==> config.mk <==
export PLATFORM = sky130hd
export DESIGN_NAME = sram_arbiter
export DESIGN_NICKNAME = d
export VERILOG_FILES = /design/src/rtl/sram_arbiter_pkg.sv /design/src/rtl/sram_arbiter_half_seq.sv /design/src/rtl/sram_arbiter.sv
export SDC_FILE = /design/constraint.sdc
export NUM_CORES = 1
export LEC_CHECK = 0
export CORE_ASPECT_RATIO = 1.1
export CORE_MARGIN = 2
export CORE_UTILIZATION = 51
export DETAILED_ROUTE_END_ITERATION = 10
export PLACE_DENSITY = 0.86
export SYNTH_ARGS = -nofsm -noshare
export SYNTH_HDL_FRONTEND = slang
export SYNTH_SLANG_ARGS = --single-unit
==> constraint.sdc <==
create_clock -name io_mainClk -period 9.05 [get_ports io_mainClk]
set_clock_uncertainty 0.15 [all_clocks]
set_input_delay 0.905 -clock io_mainClk [delete_from_list [all_inputs] [get_ports io_mainClk]]
set_output_delay 0.905 -clock io_mainClk [all_outputs]
set_load 0.01 [all_outputs]
==> src/rtl/sram_arbiter_pkg.sv <==
`default_nettype none
// ============================================================================
//  Module   : sram_arbiter_pkg
//  Purpose  : Shared types and constants for the dual-port async SRAM arbiter.
//             Holds the per-half SRAM cycle state encodings, the controller
//             state encodings, half selectors and the strobe-inactive level.
//  Revision : 1.0 - initial release
// ============================================================================
package sram_arbiter_pkg;

    // One 16-bit SRAM cycle.
    typedef enum logic [1:0] {
        IDLE   = 2'd0,
        SETUP  = 2'd1,
        ACCESS = 2'd2,
        HOLD   = 2'd3
    } seq_state_t;

    // Word-level controller wrapped around the half-word cycles.
    typedef enum logic [1:0] {
        CTL_IDLE = 2'd0,
        CTL_RUN  = 2'd1,
        CTL_DONE = 2'd2
    } ctl_state_t;

    localparam logic c_half_lo    = 1'b0;
    localparam logic c_half_hi    = 1'b1;
    localparam logic c_strobe_off = 1'b1;   // SRAM strobes are active-low

    // Byte enables (active-high) belonging to one half of a 32-bit word.
    function automatic logic [1:0] half_be(input logic [3:0] mask, input logic half);
        return half ? mask[3:2] : mask[1:0];
    endfunction

endpackage
`default_nettype wire

==> src/rtl/sram_arbiter_half_seq.sv <==
`default_nettype none
// ============================================================================
//  Module   : sram_half_seq
//  Purpose  : Runs one 16-bit async SRAM cycle: SETUP (1 cycle), ACCESS
//             (WAIT_CYCLES+1 cycles), HOLD (writes only, 1 cycle). All pin
//             outputs are registered from the next state so they change on
//             the same edge the state does.
//  Ports    : CLK, reset_in (sync, active-low); i_start launches a cycle using
//             i_write/i_addr/i_wdata/i_be; o_half_end flags the final cycle of
//             the current half; o_rd_stb pulses the cycle after o_rdata loads;
//             o_sram_* drive the SRAM pins / pad output enable.
//  Revision : 1.0 - initial release
// ============================================================================
module sram_half_seq
    import sram_arbiter_pkg::*;
#(
    parameter int WAIT_CYCLES = 1,
    parameter int ADDR_W      = 17
) (
    input  logic              CLK,
    input  logic              reset_in,
    input  logic              i_start,
    input  logic              i_write,
    input  logic [ADDR_W:0]   i_addr,
    input  logic [15:0]       i_wdata,
    input  logic [1:0]        i_be,
    input  logic [15:0]       i_dat_read,
    output logic              o_half_end,
    output logic              o_rd_stb,
    output logic [15:0]       o_rdata,
    output logic [ADDR_W:0]   o_sram_addr,
    output logic [15:0]       o_sram_dat_write,
    output logic              o_sram_dat_oe,
    output logic              o_sram_cs,
    output logic              o_sram_we,
    output logic              o_sram_oe,
    output logic              o_sram_lb,
    output logic              o_sram_ub
);

    localparam int c_CNT_W = $clog2(WAIT_CYCLES + 1) + 1;

    seq_state_t           r_state, w_next;
    logic [c_CNT_W-1:0]   r_cnt;
    logic                 r_write;
    logic [1:0]           r_be;
    logic                 w_write;
    logic [1:0]           w_be;
    logic                 w_sample;
    logic [ADDR_W:0]      w_addr;
    logic [15:0]          w_dat;
    logic                 w_dat_oe, w_cs, w_we, w_oe, w_lb, w_ub;

    // On the launch edge the command has not been latched yet, so pins come
    // straight from the inputs; afterwards from the latched copy.
    assign w_write  = i_start ? i_write : r_write;
    assign w_be     = i_start ? i_be    : r_be;
    assign w_sample = (r_state == ACCESS) && (r_cnt == '0) && !r_write;

    always_comb begin
        w_next     = r_state;
        o_half_end = 1'b0;
        case (r_state)
            SETUP:  w_next = ACCESS;
            ACCESS: begin
                if (r_cnt == '0) begin
                    w_next     = r_write ? HOLD : IDLE;
                    o_half_end = !r_write;
                end
            end
            HOLD: begin
                w_next     = IDLE;
                o_half_end = 1'b1;
            end
            default: w_next = IDLE;
        endcase
        if (i_start) begin
            w_next = SETUP;
        end
    end

    always_comb begin
        w_addr   = o_sram_addr;
        w_dat    = o_sram_dat_write;
        w_dat_oe = 1'b0;
        w_cs     = c_strobe_off;
        w_we     = c_strobe_off;
        w_oe     = c_strobe_off;
        w_lb     = c_strobe_off;
        w_ub     = c_strobe_off;
        case (w_next)
            SETUP: begin
                w_addr   = i_addr;
                w_cs     = 1'b0;
                w_oe     = w_write;
                w_dat_oe = w_write;
                if (w_write) begin
                    w_dat = i_wdata;
                end
            end
            ACCESS: begin
                w_cs     = 1'b0;
                w_oe     = w_write;
                w_we     = !w_write;
                w_dat_oe = w_write;
                w_lb     = w_write ? !w_be[0] : 1'b0;
                w_ub     = w_write ? !w_be[1] : 1'b0;
            end
            HOLD: begin
                w_cs     = 1'b0;
                w_dat_oe = 1'b1;
                w_lb     = !w_be[0];
                w_ub     = !w_be[1];
            end
            default: ;
        endcase
    end

    always_ff @(posedge CLK) begin
        if (!reset_in) begin
            r_state          <= IDLE;
            r_cnt            <= '0;
            r_write          <= 1'b0;
            r_be             <= 2'b00;
            o_rd_stb         <= 1'b0;
            o_rdata          <= '0;
            o_sram_addr      <= '0;
            o_sram_dat_write <= '0;
            o_sram_dat_oe    <= 1'b0;
            o_sram_cs        <= c_strobe_off;
            o_sram_we        <= c_strobe_off;
            o_sram_oe        <= c_strobe_off;
            o_sram_lb        <= c_strobe_off;
            o_sram_ub        <= c_strobe_off;
        end else begin
            r_state          <= w_next;
            o_sram_addr      <= w_addr;
            o_sram_dat_write <= w_dat;
            o_sram_dat_oe    <= w_dat_oe;
            o_sram_cs        <= w_cs;
            o_sram_we        <= w_we;
            o_sram_oe        <= w_oe;
            o_sram_lb        <= w_lb;
            o_sram_ub        <= w_ub;
            if (i_start) begin
                r_write <= i_write;
                r_be    <= i_be;
            end
            // Counter reloads in SETUP, so it never needs to wrap.
            if (r_state == SETUP) begin
                r_cnt <= c_CNT_W'(WAIT_CYCLES);
            end else if (r_state == ACCESS && r_cnt != '0) begin
                r_cnt <= r_cnt - c_CNT_W'(1);
            end
            o_rd_stb <= w_sample;
            if (w_sample) begin
                o_rdata <= i_dat_read;
            end
        end
    end

endmodule
`default_nettype wire

==> src/rtl/sram_arbiter.sv <==
`default_nettype none
// ============================================================================
//  Module   : sram_arbiter
//  Purpose  : Round-robin share of a 256Kx16 async SRAM between two 32-bit
//             word requesters. Each word is split into two 16-bit SRAM cycles
//             (low half first); write halves with no enabled bytes are skipped.
//  Ports    : io_mainClk / io_resetn (sync, active-low); io_p0_* and io_p1_*
//             command (valid/ready/write/addr/data/mask) and read response
//             (rsp_valid pulse, rsp_data); io_sram_* registered SRAM pins and
//             pad output enable.
//  Revision : 1.0 - initial release
// ============================================================================
module sram_arbiter
    import sram_arbiter_pkg::*;
#(
    parameter int WAIT_CYCLES = 1,
    parameter int ADDR_W      = 17
) (
    input  logic              io_mainClk,
    input  logic              io_resetn,
    input  logic              io_p0_cmd_valid,
    output logic              io_p0_cmd_ready,
    input  logic              io_p0_cmd_write,
    input  logic [ADDR_W-1:0] io_p0_cmd_addr,
    input  logic [31:0]       io_p0_cmd_data,
    input  logic [3:0]        io_p0_cmd_mask,
    output logic              io_p0_rsp_valid,
    output logic [31:0]       io_p0_rsp_data,
    input  logic              io_p1_cmd_valid,
    output logic              io_p1_cmd_ready,
    input  logic              io_p1_cmd_write,
    input  logic [ADDR_W-1:0] io_p1_cmd_addr,
    input  logic [31:0]       io_p1_cmd_data,
    input  logic [3:0]        io_p1_cmd_mask,
    output logic              io_p1_rsp_valid,
    output logic [31:0]       io_p1_rsp_data,
    output logic [ADDR_W:0]   io_sram_addr,
    input  logic [15:0]       io_sram_dat_read,
    output logic [15:0]       io_sram_dat_write,
    output logic              io_sram_dat_writeEnable,
    output logic              io_sram_cs,
    output logic              io_sram_we,
    output logic              io_sram_oe,
    output logic              io_sram_lb,
    output logic              io_sram_ub
);

    ctl_state_t          r_ctl, w_ctl_next;
    logic                r_last_grant, r_port, r_write, r_half;
    logic [ADDR_W-1:0]   r_addr;
    logic [31:0]         r_data;
    logic [3:0]          r_mask;
    logic [15:0]         r_lo;

    logic                w_idle, w_grant, w_accept, w_more;
    logic                w_sel_write, w_sel_lo_en, w_sel_hi_en, w_first_half;
    logic [ADDR_W-1:0]   w_sel_addr;
    logic [31:0]         w_sel_data;
    logic [3:0]          w_sel_mask;
    logic                w_start, w_seq_write;
    logic [ADDR_W:0]     w_seq_addr;
    logic [15:0]         w_seq_wdata;
    logic [1:0]          w_seq_be;
    logic                w_half_end, w_rd_stb;
    logic [15:0]         w_rdata;

    // Lone requester wins; on a tie the port that did not win last time wins.
    always_comb begin
        if (io_p0_cmd_valid && io_p1_cmd_valid) begin
            w_grant = ~r_last_grant;
        end else begin
            w_grant = io_p1_cmd_valid;
        end
    end

    assign w_idle          = (r_ctl == CTL_IDLE);
    assign io_p0_cmd_ready = w_idle && !w_grant;
    assign io_p1_cmd_ready = w_idle &&  w_grant;
    assign w_accept        = (io_p0_cmd_valid && io_p0_cmd_ready) ||
                             (io_p1_cmd_valid && io_p1_cmd_ready);

    assign w_sel_write  = w_grant ? io_p1_cmd_write : io_p0_cmd_write;
    assign w_sel_addr   = w_grant ? io_p1_cmd_addr  : io_p0_cmd_addr;
    assign w_sel_data   = w_grant ? io_p1_cmd_data  : io_p0_cmd_data;
    assign w_sel_mask   = w_grant ? io_p1_cmd_mask  : io_p0_cmd_mask;
    assign w_sel_lo_en  = !w_sel_write || (|w_sel_mask[1:0]);
    assign w_sel_hi_en  = !w_sel_write || (|w_sel_mask[3:2]);
    assign w_first_half = w_sel_lo_en ? c_half_lo : c_half_hi;

    // A high half still follows only when the low half just ran and needs it.
    assign w_more = (r_half == c_half_lo) && (!r_write || (|r_mask[3:2]));

    always_comb begin
        if (w_idle) begin
            w_start     = w_accept && (w_sel_lo_en || w_sel_hi_en);
            w_seq_write = w_sel_write;
            w_seq_addr  = {w_sel_addr, w_first_half};
            w_seq_wdata = w_first_half ? w_sel_data[31:16] : w_sel_data[15:0];
            w_seq_be    = half_be(w_sel_mask, w_first_half);
        end else begin
            w_start     = (r_ctl == CTL_RUN) && w_half_end && w_more;
            w_seq_write = r_write;
            w_seq_addr  = {r_addr, c_half_hi};
            w_seq_wdata = r_data[31:16];
            w_seq_be    = r_mask[3:2];
        end
    end

    always_comb begin
        w_ctl_next = r_ctl;
        case (r_ctl)
            CTL_IDLE: if (w_start)                 w_ctl_next = CTL_RUN;
            CTL_RUN:  if (w_half_end && !w_more)   w_ctl_next = CTL_DONE;
            CTL_DONE:                              w_ctl_next = CTL_IDLE;
            default:                               w_ctl_next = CTL_IDLE;
        endcase
    end

    always_ff @(posedge io_mainClk) begin
        if (!io_resetn) begin
            r_ctl           <= CTL_IDLE;
            r_last_grant    <= 1'b1;
            r_port          <= 1'b0;
            r_write         <= 1'b0;
            r_half          <= c_half_lo;
            r_addr          <= '0;
            r_data          <= '0;
            r_mask          <= '0;
            r_lo            <= '0;
            io_p0_rsp_valid <= 1'b0;
            io_p1_rsp_valid <= 1'b0;
            io_p0_rsp_data  <= '0;
            io_p1_rsp_data  <= '0;
        end else begin
            r_ctl <= w_ctl_next;
            if (w_accept) begin
                r_last_grant <= w_grant;
                r_port       <= w_grant;
                r_write      <= w_sel_write;
                r_addr       <= w_sel_addr;
                r_data       <= w_sel_data;
                r_mask       <= w_sel_mask;
                r_half       <= w_first_half;
            end
            if (r_ctl == CTL_RUN && w_half_end && w_more) begin
                r_half <= c_half_hi;
            end
            // Only the low-half strobe lands while still running; the high
            // half is read straight from the sequencer in DONE.
            if (r_ctl == CTL_RUN && w_rd_stb) begin
                r_lo <= w_rdata;
            end
            io_p0_rsp_valid <= (r_ctl == CTL_DONE) && !r_write && !r_port;
            io_p1_rsp_valid <= (r_ctl == CTL_DONE) && !r_write &&  r_port;
            if (r_ctl == CTL_DONE && !r_write) begin
                if (r_port) begin
                    io_p1_rsp_data <= {w_rdata, r_lo};
                end else begin
                    io_p0_rsp_data <= {w_rdata, r_lo};
                end
            end
        end
    end

    sram_half_seq #(
        .WAIT_CYCLES (WAIT_CYCLES),
        .ADDR_W      (ADDR_W)
    ) u_half_seq (
        .CLK              (io_mainClk),
        .reset_in         (io_resetn),
        .i_start          (w_start),
        .i_write          (w_seq_write),
        .i_addr           (w_seq_addr),
        .i_wdata          (w_seq_wdata),
        .i_be             (w_seq_be),
        .i_dat_read       (io_sram_dat_read),
        .o_half_end       (w_half_end),
        .o_rd_stb         (w_rd_stb),
        .o_rdata          (w_rdata),
        .o_sram_addr      (io_sram_addr),
        .o_sram_dat_write (io_sram_dat_write),
        .o_sram_dat_oe    (io_sram_dat_writeEnable),
        .o_sram_cs        (io_sram_cs),
        .o_sram_we        (io_sram_we),
        .o_sram_oe        (io_sram_oe),
        .o_sram_lb        (io_sram_lb),
        .o_sram_ub        (io_sram_ub)
    );

endmodule
`default_nettype wire

==> run summary, run 1 <==
Slew HR = 18.5%
Finished Cell Area = 10900 um2
IO Port Bufs = 235
Slew Limit Fails = 0
Hold Startpoint = io_p0_rsp_data[12]$_SDFFE_PN0P_
Total Die Area = 16400 um2
Reg2Reg Setup Slack = 4.31 ns
Slew at the pin with the worst max-slew slack = 1.22 ns
Largest fanout on the critical path = 35
CP Capture Type = flip-flop
Distinct cell type count after synthesis = 42
Asr flop ratio synth = 0%
CTS Buffer Depth = 2
Final TNS setup = 0 ns
Filler cell count = 1176
Post-Route WL = 22100 um
R2r startpoint = u_half_seq.r_state[0]$_SDFF_PN0_
Synth Flop Type = dfxtp_1
Status = finished clean
Largest net degree at the start of global routing = 120
Post-synthesis sequential area ratio = 47.6%
Initial antenna violation count = 0
Min-Delay Endpoint = io_p0_rsp_data[12]$_SDFFE_PN0P_
Max VDD drop = 0.145 mV
P&R area growth vs syn = 38.3%
Final worst slack = 3.74 ns
Tot GR Track Use = 27.0%
Clock sink count = 187
Fmax = 0.188 GHz
R2R depth = 12
# Post-CTS Setup Buffers = 0
Number of synthesis warnings = 0
DPL Wire Length = 15300 um
Grt ovf = 0
Die X-Extent = 122 um
Num CTS Buffers = 17
Cell Area, Synth = 7870 um2
Final critical-path required period = 5.31 ns
DR vias/cell = 5.48
PostCTS Resize Cnt = 0
Number of global-route vias before repair = 7247
Reg clk slew, reported paths = 0.07 ns
Share of layout cells above drive strength 1 = 4.31%
Area of the core = 15100 um2
Hold buffer count at cts = 0
FF-to-FF End = u_half_seq.o_sram_dat_write[14]$_SDFFE_PN0P_
EDFF count, synth = 0
Crit path kind = in -> reg
Pleak = 3.95 nW
RSZ-0062 raised after global routing = no
Hold Path Class = reg -> reg
Syn_nets = 1114
Total power = 0.00193 W
Nets = 1308
Worst skew pair latency = 0.43 ns
First-pass GRT wire length = 35000 um
Setup WS pre-CTS = 3.32 ns
Hold Path Stages = 2
Clk root buf = clkbuf_16
CTS tree = built
Rows = 47
FF+latch count, synth = 187
Inserted Diodes = 0
DRC Markers = 0
Data arrival, critical path = 5.51 ns
Depth of the CTS H-tree = 4
Initial Utilization = 52.3%
DP Area = 10300 um2
Pre-antenna DRT Iters = 6
Fin crit share = 58.6%
Crit path launch type = input port
Die height = 134 um
Via Count = 7557
Mapped Cells = 978
Final hold violations = 0
Routed WL per cell = 16.0 um
Routability cong. = 0.837
Io pins = 236
Total of max-cap violations = 0
CP required = 9.25 ns
Mean Syn Cell Area = 8.04 um2
Iter 0 DRT Violations = 676
Antenna Nets Post-Route = 0
Count of final setup violators = 0
Pwr Density = 178 nW/um2
state kept, by name (all words and copies together) (netlist names), 2 cells and up:
name / count
io_p0_rsp_data: 32
io_p1_rsp_data: 32
r_addr: 17
r_ctl: 2
r_data: 16
r_lo: 16
r_mask: 2
u_half_seq.o_rdata: 16
u_half_seq.o_sram_addr: 18
u_half_seq.o_sram_dat_write: 16
u_half_seq.r_be: 2
u_half_seq.r_cnt: 2
u_half_seq.r_state: 2
kinds of logic after synthesis:
| family | share of synthesized area (%) |
|---|---|
| adders and majority gates | 1.27 |
| buffers and inverters | 4.53 |
| DFF | 47.6 |
| AOI/OAI and AO/OA | 17.5 |
| and+or+nand+nor | 19.5 |
| muxes | 9.45 |
| xor gates and xnor gates | 0.111 |
final cells by class:
cell class / instances / area, um2 / share of cell area, %
clock buffers: 21 / 460 / 4.23
flip-flops and latches: 187 / 3740 / 34.4
inverters: 14 / 55.1 / 0.506
multi-input cells: 706 / 3800 / 34.9
well taps: 196 / 245 / 2.25
repair buffers: 246 / 2430 / 22.4
clock inverters: 10 / 139 / 1.28
worst max-delay path by stage:
| stage | cells past startpoint | slack [ns] | end | start |
|---|---|---|---|---|
| after floorplan | 13 | 5.27 | u_half_seq.o_sram_dat_write[10]$_SDFFE_PN0P_ | io_p0_cmd_mask[0] |
| after global placement | 12 | 3.49 | u_half_seq.o_sram_dat_write[11]$_SDFFE_PN0P_ | io_p0_cmd_write |
| after detailed placement | 12 | 3.32 | u_half_seq.o_sram_dat_write[0]$_SDFFE_PN0P_ | io_p0_cmd_write |
| after CTS | 12 | 3.78 | u_half_seq.o_sram_dat_write[14]$_SDFFE_PN0P_ | io_p0_cmd_write |
| after global routing | 12 | 3.40 | u_half_seq.o_sram_dat_write[11]$_SDFFE_PN0P_ | io_p0_cmd_write |
| final | 12 | 3.74 | u_half_seq.o_sram_dat_write[14]$_SDFFE_PN0P_ | io_p0_cmd_write |
through the flow:
step                      utilization, %  cells  hold WS [ns]
after CTS                           72.3   1380         0.306
after global routing                72.3   1380         0.317
after floorplan                        -    978         0.291
after detailed placement            68.3   1349         0.297
final                               72.3   1380         0.304
after global placement              68.3   1349         0.292
power by group:
group	total [W]	switching, W	internal, W
logic	0.000295	0.000150	0.000144
registers	0.000884	0.0000222	0.000862
clock network	0.000756	0.000307	0.000448
total	0.00193	0.000480	0.00145
synthesized netlist by cell type, types with 3 or more instances:
cell type | instances | area [um2]
a211oi_1 | 54 | 405
a21oi_1 | 134 | 671
a31oi_1 | 5 | 31.3
and2_1 | 3 | 18.8
buf_1 | 7 | 26.3
clkbuf_1 | 58 | 218
dfxtp_1 | 187 | 3740
ha_1 | 8 | 100
inv_1 | 10 | 37.5
inv_2 | 4 | 15.0
mux2i_1 | 72 | 721
nand2_1 | 265 | 995
nand2b_1 | 3 | 18.8
nand3_1 | 4 | 20.0
nand3b_1 | 5 | 37.5
nor2_1 | 90 | 338
o21ai_0 | 36 | 180
critical path, stage by stage:
cell	delay, ns
clkdlybuf4s50_1	0.55
nor3b_4	0.20
buf_4	0.33
or4b_1	0.52
a32o_1	0.38
nor3_1	0.36
inv_1	0.11
ha_1	0.23
inv_1	0.76
a211oi_1	0.19
mux2i_4	0.70
mux2i_1	0.27
routing by layer:
metal	part of all wire (%)	global-route usage (%)
met5	0	0
met4	3.2	12.2
met1	39	31.7
met2	51	46.8
met3	6.9	5.99
layout by cell type, fill, tap and decap left out, types with 2 or more instances in the layout:
master             n
o21ai_0           36
nand3b_1           5
nand2_1          265
clkdlybuf4s50_1  235
bufinv_16          3
nand3_1            4
clkbuf_1           2
clkinv_2           3
inv_2              3
clkbuf_8           2
a211oi_1          54
buf_4             11
nand2b_1           3
mux2i_1           72
dfxtp_1          187
ha_1               8
clkbuf_16         17
nor3b_1            2
a31oi_1            5
and2_1             3
inv_6              2
inv_1             10
a21oi_1          134
nor3_1             2
o221ai_1           2
a2bb2oi_1          2
nor2b_1            2
nor2_1            88
Note: power is estimated with default switching activity, not from simulation.
==> run 2: changes to the inputs <==
--- a/config.mk
+++ b/config.mk
@@ -7,9 +7,9 @@
 export LEC_CHECK = 0
 export CORE_ASPECT_RATIO = 1.1
 export CORE_MARGIN = 2
-export CORE_UTILIZATION = 51
+export CORE_UTILIZATION = 47
 export DETAILED_ROUTE_END_ITERATION = 10
-export PLACE_DENSITY = 0.86
+export PLACE_DENSITY = 0.8
 export SYNTH_ARGS = -nofsm -noshare
 export SYNTH_HDL_FRONTEND = slang
 export SYNTH_SLANG_ARGS = --single-unit
==> constraint.sdc (replaced) <==
create_clock -name io_mainClk -period 5.6 [get_ports io_mainClk]
set_clock_uncertainty 0.15 [all_clocks]
set_input_delay 0.56 -clock io_mainClk [delete_from_list [all_inputs] [get_ports io_mainClk]]
set_output_delay 0.56 -clock io_mainClk [all_outputs]
set_load 0.01 [all_outputs]
==> run 2 against run 1 <==
  * First-iteration DRC count fell by 13%
  * Hold slack gained 0.0010 ns
  * Critical endpoint is now u_half_seq.o_sram_dat_write[0]$_SDFFE_PN0P_
  * Via count is 0.38% lower
==> run summary, run 2 (synthesis results as in run 1) <==
Nets = 1310
Antenna Nets Post-Route = 0
Tot GR Track Use = 24.5%
Multi-input logic area = 3800 um2
Crit path kind = reg -> reg
CP Capture Type = flip-flop
CTS Buffer Depth = 2
Finished Cell Area = 10900 um2
Io pins = 236
Area of the core = 16400 um2
Fin crit share = 76.2%
Routability cong. = 0.866
PostCTS Resize Cnt = 0
R2r startpoint = u_half_seq.r_state[0]$_SDFF_PN0_
DR vias/cell = 5.42
Count of final setup violators = 0
Num CTS Buffers = 17
FF/Latch Area = 3740 um2
Share of layout cells above drive strength 1 = 4.64%
Fmax = 0.234 GHz
DP Area = 10300 um2
Data arrival, critical path = 4.47 ns
Final TNS setup = 0 ns
Die X-Extent = 127 um
Slew at the pin with the worst max-slew slack = 1.21 ns
Hold Startpoint = io_p0_rsp_data[20]$_SDFFE_PN0P_
Hold Path Class = reg -> reg
Final hold violations = 0
Total of max-cap violations = 0
DPL Wire Length = 15500 um
Final critical-path required period = 4.27 ns
Status = finished clean
Max VDD drop = 0.223 mV
Hold buffer count at cts = 0
Number of global-route vias before repair = 7078
Depth of the CTS H-tree = 4
Inserted Diodes = 0
Pwr Density = 282 nW/um2
Pre-antenna DRT Iters = 5
Filler cell count = 1351
Iter 0 DRT Violations = 588
P&R area growth vs syn = 38.1%
Worst skew pair latency = 0.43 ns
Grt ovf = 0
Via Count = 7528
CTS tree = built
Initial antenna violation count = 0
Clock sink count = 187
Initial Utilization = 48.1%
Largest net degree at the start of global routing = 98
Largest regs = io_p0_rsp_data: 32 flops, io_p1_rsp_data: 32 flops, u_half_seq.o_sram_addr: 18 flops
Commonest non-fill, non-tap cell in the layout = nand2_1
Crit. Startpoint = u_half_seq.r_state[0]$_SDFF_PN0_
Most frequent cells in the layout = 265 x nand2_1, 235 x clkdlybuf4s50_1, 187 x dfxtp_1
Largest fanout on the critical path = 35
Total Die Area = 17800 um2
Slew HR = 19.3%
RSZ-0062 raised after global routing = no
# Post-CTS Setup Buffers = 0
Crit path launch type = flip-flop
Die height = 140 um
IO Port Bufs = 235
Non-Filler Instances = 1390
Dpl cells = 1359
Reg clk slew, reported paths = 0.07 ns
Clk root buf = clkbuf_16
Rows = 49
Slew Limit Fails = 0
First-pass GRT wire length = 35100 um
DRC Markers = 0
CP required = 5.81 ns
Routed WL per cell = 15.9 um
Pleak = 3.94 nW
Post-Route WL = 22100 um
==> run 2: layout make-up <==
type	instances	share of cell area, %
Sequential cell	187	34.5
Inverter	14	0.507
Timing Repair Buffer	248	22.5
Clock buffer	17	3.91
Clock inverter	14	1.27
Multi-Input combinational cell	706	35.0
Tap cell	204	2.35
==> run 2: power breakdown <==
group | internal, W | switching, W
clock | 0.000621 | 0.000541
sequential | 0.00139 | 0.0000353
combinational | 0.000235 | 0.000245
total | 0.00225 | 0.000821
==> run 2: worst paths after layout <==
check / to / slack, ns / depth (start not counted)
setup / recovery: u_half_seq.o_sram_dat_write[0]$_SDFFE_PN0P_ / 1.33 / 13
hold / removal: io_p0_rsp_data[20]$_SDFFE_PN0P_ / 0.30 / 2
hold reg to reg: io_p0_rsp_data[20]$_SDFFE_PN0P_ / 0.30 / 2
setup reg to reg: u_half_seq.o_sram_dat_write[0]$_SDFFE_PN0P_ / 1.33 / 13
==> run 2: per-layer routing <==
metal	GRT usage [%]	vias up	share of wire, %
met4	11.0	0	3.7
met2	41.5	283	49
met5	0	-	0
li1	-	3700	-
met3	5.65	53	6.7
met1	29.4	3492	40
==> run 2: worst max-delay path, stage by stage, from the launching register on <==
cell and delay (ns):
dfxtp_1 0.36, inv_1 0.07, ha_1 0.25, nand3b_1 0.62, nand2b_1 0.20, a32o_1 0.39, nor3_1 0.35, inv_1 0.12
ha_1 0.24, inv_1 0.06, buf_4 0.32, a211oi_1 0.13, mux2i_4 0.66, mux2i_1 0.27
==> run 2: stage by stage <==
step,total power (W),utilization (%),setup slack [ns],hold WS (ns)
floorplan,0.00172,-,2.17,0.291
global placement,0.00193,62.9,1.05,0.293
detailed placement,0.00194,62.9,0.904,0.296
CTS,0.00308,66.4,1.32,0.306
global route,0.00319,66.4,1.01,0.322
finish,0.00307,66.4,1.33,0.305
==> run 3: changes to the inputs <==
--- a/config.mk
+++ b/config.mk
@@ -7,9 +7,9 @@
 export LEC_CHECK = 0
 export CORE_ASPECT_RATIO = 1.1
 export CORE_MARGIN = 2
-export CORE_UTILIZATION = 47
+export CORE_UTILIZATION = 43
 export DETAILED_ROUTE_END_ITERATION = 10
-export PLACE_DENSITY = 0.8
+export PLACE_DENSITY = 0.77
 export SYNTH_ARGS = -nofsm -noshare
 export SYNTH_HDL_FRONTEND = slang
 export SYNTH_SLANG_ARGS = --single-unit
==> constraint.sdc (replaced) <==
create_clock -name io_mainClk -period 3.6 [get_ports io_mainClk]
set_clock_uncertainty 0.15 [all_clocks]
set_input_delay 0.36 -clock io_mainClk [delete_from_list [all_inputs] [get_ports io_mainClk]]
set_output_delay 0.36 -clock io_mainClk [all_outputs]
set_load 0.01 [all_outputs]
==> run 3 against run 2 <==
  * Combinational power rose by 58%
  * Non-clock buffer count rose by 10
  * Hold slack got worse by 0.0018 ns
  * Cell count rose by 3.2%
  * Clock power rose by 65%
  * Critical path type unchanged
  * Critical endpoint is now u_half_seq.o_sram_dat_write[8]$_SDFFE_PN0P_
==> run summary, run 3 (synthesis results as in run 1) <==
Pre-antenna DRT Iters = 4
Hold buffer count at cts = 0
DRC Markers = 0
# Post-CTS Setup Buffers = 0
Sequential Power Share = 45.4%
Max VDD drop = 0.335 mV
Hold Startpoint = io_p0_rsp_data[8]$_SDFFE_PN0P_
FF-to-FF End = u_half_seq.o_sram_dat_write[8]$_SDFFE_PN0P_
Worst skew pair latency = 0.42 ns
Filler cell count = 1555
Net Sw Frac = 25.9%
Share of layout cells above drive strength 1 = 5.51%
Total Die Area = 19400 um2
Final critical-path required period = 3.22 ns
Grt ovf = 0
Nets = 1320
Min-Delay Endpoint = io_p0_rsp_data[8]$_SDFFE_PN0P_
Rows = 51
Post-Route WL = 21900 um
CP Capture Type = flip-flop
Final hold violations = 0
Routability cong. = 0.824
CP max-delay cell = nor3b_1
Internal Power = 0.00363 W
P&R area growth vs syn = 40.5%
Fin crit share = 89.5%
Data arrival, critical path = 3.38 ns
Hold Path Stages = 2
Die height = 146 um
Finished Cell Area = 11100 um2
Largest net degree at the start of global routing = 74
Tot GR Track Use = 22.7%
Crit path launch type = flip-flop
Die X-Extent = 133 um
Gate power share = 15.5%
Pleak = 4.02 nW
IO Port Bufs = 235
R2r startpoint = r_ctl[0]$_SDFFE_PN0P_
Initial antenna violation count = 0
Setup WS pre-CTS = 0.0568 ns
CP Cell Sequence = nor2b_1 > nor3b_1 > a32o_1 > a21o_1 > ha_1 > inv_1 > a211oi_1 > mux2i_4 > buf_12 > mux2i_1
DP Area = 10400 um2
Io pins = 236
Inserted Diodes = 0
Area of the core = 17800 um2
Commonest non-fill, non-tap cell in the layout = nand2_1
Largest fanout on the critical path = 16
Reg2Reg Setup Slack = 0.38 ns
CTS Buffer Depth = 2
Final TNS setup = 0 ns
Largest regs = io_p0_rsp_data: 32 flops, io_p1_rsp_data: 32 flops, u_half_seq.o_sram_addr: 18 flops
Routed WL per cell = 15.3 um
Reg clk slew, reported paths = 0.07 ns
First-pass GRT wire length = 35400 um
Delay of the slowest critical-path stage = 0.53 ns
Initial Utilization = 44.2%
Number of global-route vias before repair = 7011
Num CTS Buffers = 17
Pwr Density = 443 nW/um2
Count of final setup violators = 0
Most frequent cells in the layout = 265 x nand2_1, 235 x clkdlybuf4s50_1, 187 x dfxtp_1
PostCTS Resize Cnt = 0
Clock sink count = 187
RSZ-0062 raised after global routing = no
Clk root buf = clkbuf_16
R2R depth = 10
Fmax = 0.310 GHz
Clock power share = 39.1%
Status = finished clean
CP required = 3.76 ns
Final worst slack = 0.377 ns
Hold Path Class = reg -> reg
Iter 0 DRT Violations = 429
CTS tree = built
Crit path kind = reg -> reg
Slew Limit Fails = 0
Total of max-cap violations = 0
Slew HR = 38.2%
DR vias/cell = 5.13
DPL Wire Length = 15700 um
P_sw = 0.00127 W
Via Count = 7358
Antenna Nets Post-Route = 0
Slew at the pin with the worst max-slew slack = 0.927 ns
Total power = 0.00489 W
Depth of the CTS H-tree = 4
-- run 3: layer usage --
layer	GRT usage, %	part of all wire (%)
met1	27.4	42
met2	39.7	50
met3	5.09	6.0
met4	7.69	1.9
met5	0	0
-- run 3: power groups by stage --
| stage | sequential [W] | combinational, W | clock, W |
|---|---|---|---|
| 3_5_place_dp | 0.00227 | 0.000761 | 0 |
| 4_1_cts | 0.00222 | 0.000763 | 0.00194 |
| 2_1_floorplan | 0.00227 | 0.000401 | 0 |
| 6_report | 0.00222 | 0.000759 | 0.00191 |
| 5_1_grt | 0.00223 | 0.000834 | 0.00203 |
| 3_3_place_gp | 0.00227 | 0.000748 | 0 |
-- run 3: metrics by stage --
stage | hold WS [ns] | util (%) | std cells
2_1_floorplan | 0.291 | - | 978
3_3_place_gp | 0.292 | 58.7 | 1403
3_5_place_dp | 0.296 | 58.7 | 1403
4_1_cts | 0.306 | 62.1 | 1435
5_1_grt | 0.317 | 62.1 | 1435
6_report | 0.303 | 62.1 | 1435
-- run 3: final cells by class --
type | count | area, um2 | area share (%)
inverter | 14 | 55.1 | 0.498
clock buffer | 19 | 453 | 4.10
multi-input combinational | 706 | 3800 | 34.4
timing repair buffer | 258 | 2550 | 23.1
clock inverter | 13 | 153 | 1.38
sequential | 187 | 3740 | 33.9
tap | 238 | 298 | 2.69
-- run 3: worst max-delay path by stage --
stage                                                   end  cells after the start                   from
2_1_floorplan  u_half_seq.o_sram_dat_write[10]$_SDFFE_PN0P_                     13      io_p0_cmd_mask[0]
3_3_place_gp    u_half_seq.o_sram_dat_write[1]$_SDFFE_PN0P_                     12        io_p0_cmd_write
3_5_place_dp    u_half_seq.o_sram_dat_write[8]$_SDFFE_PN0P_                     12        io_p0_cmd_write
4_1_cts         u_half_seq.o_sram_dat_write[8]$_SDFFE_PN0P_                     10  r_ctl[0]$_SDFFE_PN0P_
5_1_grt         u_half_seq.o_sram_dat_write[9]$_SDFFE_PN0P_                     11  r_ctl[0]$_SDFFE_PN0P_
6_report        u_half_seq.o_sram_dat_write[8]$_SDFFE_PN0P_                     10  r_ctl[0]$_SDFFE_PN0P_
-- run 3: worst max-delay path: cells and delay by family, from the launching register on --
family,cells,cell delay (ns)
mux,2,0.27
buf+inv,2,0.26
compound gates,3,0.94
fa+ha+maj,1,0.22
flops,1,0.41
simple gates,2,0.86
